===== config.mk =====
export PLATFORM = sky130hd
export DESIGN_NAME = gemm_tile_ctrl
export DESIGN_NICKNAME = d
export VERILOG_FILES = /design/src/rtl/gemm_tile_ctrl.sv
export SDC_FILE = /design/constraint.sdc
export NUM_CORES = 1
export LEC_CHECK = 0
export ABC_AREA = 1
export BUFFER_PORTS_ARGS = -buffer_cell sky130_fd_sc_hd__buf_2
export CORE_ASPECT_RATIO = 1.2
export CORE_MARGIN = 3
export CORE_UTILIZATION = 58
export DETAILED_ROUTE_END_ITERATION = 12
export PLACE_DENSITY = 0.8
export SYNTH_ARGS = -nofsm -noshare
export SYNTH_HDL_FRONTEND = slang
export SYNTH_SLANG_ARGS = --single-unit

===== constraint.sdc =====
create_clock -name clk -period 1.8 [get_ports clk]
set_input_delay 0.18 -clock clk [delete_from_list [all_inputs] [get_ports clk]]
set_output_delay 0.18 -clock clk [all_outputs]
set_load 0.01 [all_outputs]

===== src/rtl/gemm_tile_ctrl.sv =====
// Tile sequencer for the systolic-array output data mover: per tile it pulls PE_SIZE
// beats from the output FIFO, waits out the diagonal skew, then holds the write-back window.
module gemm_tile_ctrl #(
    parameter int PE_SIZE = 16,
    parameter int OC      = 64,
    parameter int TILE_W  = 8
) (
    input  logic              clk,
    input  logic              rst,
    input  logic              start_i,
    input  logic [TILE_W-1:0] num_tiles_i,
    input  logic              abort_i,
    input  logic              fifo_valid_i,
    output logic              fifo_rd_o,
    output logic              mover_en_o,
    output logic              wb_active_o,
    output logic              busy_o,
    output logic              done_o,
    output logic [TILE_W-1:0] tile_idx_o,
    output logic [2:0]        state_dbg
);

    localparam int BW = $clog2(PE_SIZE + 1);
    localparam int CW = $clog2(PE_SIZE * OC + 1);
    localparam logic [BW-1:0] BEAT_LAST = BW'(PE_SIZE - 1);
    localparam logic [CW-1:0] SKEW_LAST = CW'(PE_SIZE - 2);
    localparam logic [CW-1:0] WIN_LAST  = CW'(PE_SIZE * OC - 1);

    typedef enum logic [2:0] {
        IDLE  = 3'd0,
        FEED  = 3'd1,
        DRAIN = 3'd2,
        WRITE = 3'd3,
        DONE  = 3'd4
    } state_t;

    state_t            state;
    logic [BW-1:0]     beat_cnt;
    logic [CW-1:0]     cnt;
    logic [TILE_W-1:0] tile_idx;
    logic [TILE_W-1:0] num_q;

    // FIFO handshake: a beat transfers in every FEED cycle where fifo_valid_i is high;
    // fifo_rd_o is the pop for that same cycle, so there is no separate ready.
    assign mover_en_o  = (state == FEED) && fifo_valid_i;
    assign fifo_rd_o   = mover_en_o;
    assign wb_active_o = (state == WRITE);
    assign busy_o      = (state != IDLE);
    assign done_o      = (state == DONE);
    assign tile_idx_o  = tile_idx;
    assign state_dbg   = state;

    always_ff @(posedge clk or posedge rst) begin
        if (rst) begin
            state    <= IDLE;
            beat_cnt <= '0;
            cnt      <= '0;
            tile_idx <= '0;
            num_q    <= '0;
        end else if (abort_i && state != IDLE) begin
            state    <= IDLE;
            beat_cnt <= '0;
            cnt      <= '0;
        end else begin
            case (state)
                IDLE: begin
                    if (start_i) begin
                        num_q    <= num_tiles_i;
                        tile_idx <= '0;
                        beat_cnt <= '0;
                        cnt      <= '0;
                        state    <= (num_tiles_i == '0) ? DONE : FEED;
                    end
                end
                FEED: begin
                    if (fifo_valid_i) begin
                        if (beat_cnt == BEAT_LAST) begin
                            beat_cnt <= '0;
                            cnt      <= '0;
                            state    <= DRAIN;
                        end else begin
                            beat_cnt <= beat_cnt + 1'b1;
                        end
                    end
                end
                // PE_SIZE-1 cycles so the last skewed row lands in the buffer
                DRAIN: begin
                    if (cnt == SKEW_LAST) begin
                        cnt   <= '0;
                        state <= WRITE;
                    end else begin
                        cnt <= cnt + 1'b1;
                    end
                end
                WRITE: begin
                    if (cnt == WIN_LAST) begin
                        cnt <= '0;
                        if (tile_idx == num_q - TILE_W'(1)) begin
                            state <= DONE;
                        end else begin
                            tile_idx <= tile_idx + 1'b1;
                            state    <= FEED;
                        end
                    end else begin
                        cnt <= cnt + 1'b1;
                    end
                end
                DONE:    state <= IDLE;
                default: state <= IDLE;
            endcase
        end
    end

endmodule


# Word level (Yosys, flattened, before mapping)
# Cells that the tools add are included.
[op_classes] muxes=25 n_reduce_logical=13 addsub=4 n_bitwise=1 eq_ne=16
[ops] cell="$mux W11" count=6
[ops] cell="$pmux W11 S4" count=1
[ops] cell="$mux W3" count=8
[ops] cell="$mux W8" count=3
[ops] cell="$mux W5" count=4
[ops] cell="$pmux W8 S2" count=1
[ops] cell="$pmux W3 S4" count=1
[ops] cell="$add A11 B1 Y11 const B" count=1
[ops] cell="$eq A11 B10 Y1 const B" count=1
[ops] cell="$eq A11 B4 Y1 const B" count=1
[ops] cell="$pmux W5 S2" count=1
[ops] cell="$reduce_and A5 Y1" count=2
[ops] cell="$add A8 B1 Y8 const B" count=1
[ops] cell="$eq A8 B8 Y1" count=1
[ops] cell="$logic_not A8 Y1" count=1
[ops] cell="$sub A8 B1 Y8 const B" count=1
[ops] cell="$eq A3 B2 Y1 const B" count=2
[ops] cell="$ne A3 B1 Y1 const B" count=2
[ops] cell="$ne A3 B3 Y1 const B" count=2
[ops] cell="$reduce_and A3 Y1" count=2
[ops] cell="$reduce_bool A3 Y1" count=2
[ops] cell="$add A5 B1 Y5 const B" count=1
[ops] cell="$eq A5 B4 Y1 const B" count=1
[ops] cell="$reduce_bool A5 Y1" count=1
[ops] cell="other kinds (10)" count=12
[totals] output_inout_bits=16 regBits=35 in_bits=13 word_cells=64

# Depth between registers and ports, before layout
[logic_depth] depth_word=6 mapped_depth=14 ltp_nobuf=14

# Worst setup path after synthesis
# Ideal clock, no wire load.
[synth_timing] path_kind="register -> register" startpoint="register num_q[0]" endpoint="register tile_idx[4] (netlist: tile_idx_o[4])" required_ps=1735 setup_ps=65 arrival_time_ps=1539 path_buffers=0 period_less_slack_ps=1604 path_stages_with_launch=12 slack_ps=196 cell_sequence="dfrtp_1 > inv_1 > ha_1 > xor2_1 > nand2_1 > nor2_1 > nand2_1 > nor2_1 > nand3_2 > nand2_2 > nand2_1 > nand2_1"
[synth_via] elab_chain_cells=4
[synth_rtl] element="start: declaration" line="41" source="logic [TILE_W-1:0] num_q;"
[synth_rtl] element="start signal: assignment" line="68" source="num_q <= num_tiles_i;"
[synth_rtl] element="$sub A8 B1 Y8" line="98" source="if (tile_idx == num_q - TILE_W'(1)) begin"
[synth_rtl] element="$eq A8 B8 Y1" line="98"
[synth_rtl] element="$ne A2 B2 Y1 (no line)"
[synth_rtl] element="$reduce_and A5 Y1 (no line)"
[synth_rtl] element="end signal: assignment" line="101" source="tile_idx <= tile_idx + 1'b1;"
[synth_rtl] element="end: declaration" line="40" source="logic [TILE_W-1:0] tile_idx;"
# Every way passes these cells.
# A chain may end at the register's enable or synchronous reset.

# Final worst setup path
[layout_timing] startpoint="register cnt[1]" endpoint="register state[2] (netlist: state_dbg[2])"
[layout_via] elab_chain_cells=3 word_cells_on_any_way=5 classes_between="eq/ne (4); reduce/logical (1)"
[layout_rtl] element="start: declaration" line="39" source="logic [CW-1:0] cnt;"
[layout_rtl] element="start signal: assignment" line="92" source="cnt <= cnt + 1'b1;"
[layout_rtl] element="start signal: assignment" line="105" source="cnt <= cnt + 1'b1;"
[layout_rtl] element="$eq A11 B4 Y1 or $eq A11 B10 Y1 (tied branches)" line="88, 96"
[layout_rtl] element="$ne A3 B3 Y1 (no line) or $ne A3 B1 Y1 (tied branches)"
[layout_rtl] element="$reduce_and A5 Y1 (no line) (*)"
[layout_rtl] element="end signal: assignment" line="72" source="state <= (num_tiles_i == '0) ? DONE : FEED;"
[layout_rtl] element="end: declaration" line="37" source="state_t state;"
# Every way passes the cells marked *; elsewhere a longest branch is shown, timed or not.

==> results.sh <==
export IMPL_clk_latency_ps=290
export IMPL_core_mm2=0.00375
export IMPL_antenna_cells=0
export IMPL_crit_chain="ha_2 > inv_1 > nor2_2 > buf_4 > nand3_2 > a21oi_2 > nand4_1 > nor2_2 > and2_1"
export IMPL_antenna_found_initial=0
export IMPL_tightestPinTransition_ps=485
export IMPL_rsz0062_at_grt="true"
export IMPL_cts_tree="built"
export IMPL_arrival_ps=1960
export IMPL_io_pins=29
export IMPL_cts_made_buffers=5
export IMPL_cpMostUsedCell="nor2_2"
export IMPL_syn_area_per_cell_um2=6.89
export IMPL_grt_pass1_wl_mm=9.25
export IMPL_pre_cts_ws_ps=-19.9
export IMPL_finalSetupViolations=0
export IMPL_synth_seq_area_share_pct=37.2
export IMPL_drt_iter0_drc=140
export IMPL_drv_slew=0
export IMPL_vias=2297
export IMPL_yosysUniqueCellTypes=32
export IMPL_drive_above_1_share_pct=27.1
export IMPL_drt_antenna_violating_nets=0
export IMPL_drt_first_pass_iters=4
export IMPL_max_stage_delay_ps=420
export IMPL_grt_max_degree=36
export IMPL_synth_top_area_cell="dfrtp_1"
export IMPL_total_leakage_power_uw=0.00148
export IMPL_worstHoldStart="num_tiles_i[7]"
export IMPL_rr_worst_depth=9
export IMPL_post_route_period_util_pct=96.6
export IMPL_crit_start="cnt[1]$_DFFE_PP0P_"
export IMPL_worst_path_stages=9
export IMPL_crit_family="simple AND/OR/NAND/NOR gates"
export IMPL_die_h_um=75.8
export IMPL_syn_cell_area_mm2=0.00235
export IMPL_finalCriticalPeriod_ps=1740
export IMPL_gp_congestion=0.866
export IMPL_cp_max_fo=5
export IMPL_grt_overflow_total=0
export IMPL_path_buf_inv=2
export IMPL_synth_seq_cells=35
export IMPL_die_w_um=64.2
export IMPL_end_kind="register"
export IMPL_wirelength_mm=5.75
export IMPL_grt_usage_pct=24.6
export IMPL_skew_ps=7.52
export IMPL_slew_headroom_pct=67.4
export IMPL_grt_pass1_vias=2120
export IMPL_path_class="register to register"
export IMPL_viasPerCell=5.10
export IMPL_fin_util_pct=77.3
export IMPL_fmax_ghz=0.575
export IMPL_pwr_density_cell_mw_per_mm2=1220
export IMPL_numClockSinks=35
export IMPL_route_detailed_drc=0
export IMPL_row_count=24
export IMPL_dieArea_mm2=0.00486
export IMPL_cp_data_required_time_ps=2020
export IMPL_nets=416
export IMPL_post_dp_hpwl_mm=4.14
export IMPL_peakVddDrop_uv=930
export IMPL_crit_path_top_delay_cell="dfrtp_1"
export IMPL_ctsHtreeMaxLevel=2
export IMPL_syn_nets=360
export IMPL_ys_warn_count=0
export IMPL_setup_slack_ps=62.1
export IMPL_clockBufferDepth=2
export IMPL_hold_class="primary input to register"
export IMPL_cts_root_buffer="clkbuf_8"
export IMPL_start_kind="register"
export IMPL_rr_startpoint="cnt[1]$_DFFE_PP0P_"
export IMPL_yosysTopAreaCellShare_pct=37.2
export IMPL_syn_inst=342
export IMPL_holdPathStages=3
export IMPL_synth_edf_count=0
export IMPL_status="finished clean"
export IMPL_synth_commonest_cells="nand2_1 (98), inv_1 (46), nor2_1 (41), dfrtp_1 (35), nand3_1 (23)"
export IMPL_numPortBuffers=28
export IMPL_wl_per_cell_um=12.8
export IMPL_hold_viol=0
export IMPL_synth_area_leaders="dfrtp_1 (37%), nand2_1 (16%), inv_1 (7.3%), nor2_1 (6.5%), nand3_1 (4.9%)"
export IMPL_ys_flop_type="dfrtp_1"
export IMPL_yosysMostFrequentCell="nand2_1"
export IMPL_clk_pin_slew_worst_paths_ps=70
export IMPL_start_util_pct=62.7
export IMPL_synth_async_sr_flop_share_pct=100
export IMPL_syn2layout_area_growth_pct=23.3
export IMPL_maxCapViolCount=0
-- sequential cells by signal, summed over array words and instances, names as in the netlist --
name / flops
cnt: 11
state_dbg: 3
tile_idx_o: 8
num_q: 8
beat_cnt: 5
-- power by group --
| part | switching [µW] | internal, µW | leakage (µW) |
|---|---|---|---|
| Clock | 278 | 300 | 0.0000470 |
| Sequential | 173 | 939 | 0.000465 |
| Combinational | 1100 | 744 | 0.000969 |
| Total | 1550 | 1980 | 0.00148 |
-- area by class of cell --
| type | instances | area, µm² |
|---|---|---|
| Multi-Input combinational cell | 250 | 1340 |
| Sequential cell | 35 | 878 |
| Fill cell | 290 | 851 |
| Timing Repair Buffer | 53 | 330 |
| Inverter | 53 | 199 |
| Clock buffer | 6 | 82.6 |
| Tap cell | 52 | 65.1 |
| Clock inverter | 1 | 5.00 |
-- routing by layer --
metal	vias up	share of wire, %	GRT usage, %
met5	-	0	0
met4	0	3.0	11.7
met3	19	3.6	4.57
met2	53	53	44.7
met1	1047	41	28.3
li1	1178	-	-
-- kinds of logic after synthesis --
| kind of cell | Yosys count | share of synthesized area (%) |
|---|---|---|
| xor gates and xnor gates | 12 | 4.46 |
| adders and majority gates | 5 | 2.66 |
| AOI/OAI and AO/OA | 33 | 7.44 |
| DFF | 35 | 37.2 |
| and+or+nand+nor | 200 | 38.4 |
| buffers and inverters | 57 | 9.88 |
-- per-stage QoR --
step | power (µW) | instance area [µm²] | setup TNS, ps | hold WS, ps | instances
final | 3540 | 2900 | 0 | 158 | 450
after global routing | 3830 | 2900 | -825 | 179 | 450
after CTS | 3220 | 2720 | 0 | 155 | 438
after detailed placement | 2630 | 2620 | -42.4 | 301 | 430
after global placement | 2580 | 2620 | 0 | 296 | 430
after floorplan | 2250 | 2350 | 0 | 334 | 342
-- final timing paths --
path / endpoint / slack [ps]
min in group asynchronous: cnt[3]$_DFFE_PP0P_ / 550
worst max register to register: state_dbg[2]$_DFFE_PP0P_ / 60
worst min register to register: beat_cnt[4]$_DFFE_PP0P_ / 510
worst max-delay path: state_dbg[2]$_DFFE_PP0P_ / 60
worst min-delay path: num_q[7]$_DFFE_PP0P_ / 160
max in group asynchronous: state_dbg[2]$_DFFE_PP0P_ / 900
-- worst reg2reg max path, cell delays in order (launching register included) --
cell     delay [ps]
dfrtp_1         420
ha_2            200
inv_1            70
nor2_2          140
buf_4           140
nand3_2         100
a21oi_2         130
nand4_1         130
nor2_2          190
and2_1          150
-- placed cells by master, fill, tap and decap left out, drive strengths merged --
cell	count
nor2	49
o2111ai	1
clkinv	2
dfrtp	35
o21ai	22
xnor2	5
a21oi	9
and2	1
nor3b	2
or2	2
nor3	8
nor4	1
xor2	7
buf	52
clkbuf	6
inv	52
a22oi	1
nand2	106
ha	5
nand4	7
dlygate4sd3	1
nand3	24
-- timing repair --
| action | 4_1_cts | 5_1_grt |
|---|---|---|
| hold endpoints to repair | 35 | 0 |
| hold buffers | 1 | 0 |
| pin swaps | 2 | 15 |
| setup buffers | 0 | 12 |
| setup endpoints to repair | 8 | 19 |
| resized for setup | 2 | 26 |
Power figures use the tool's default switching activity.
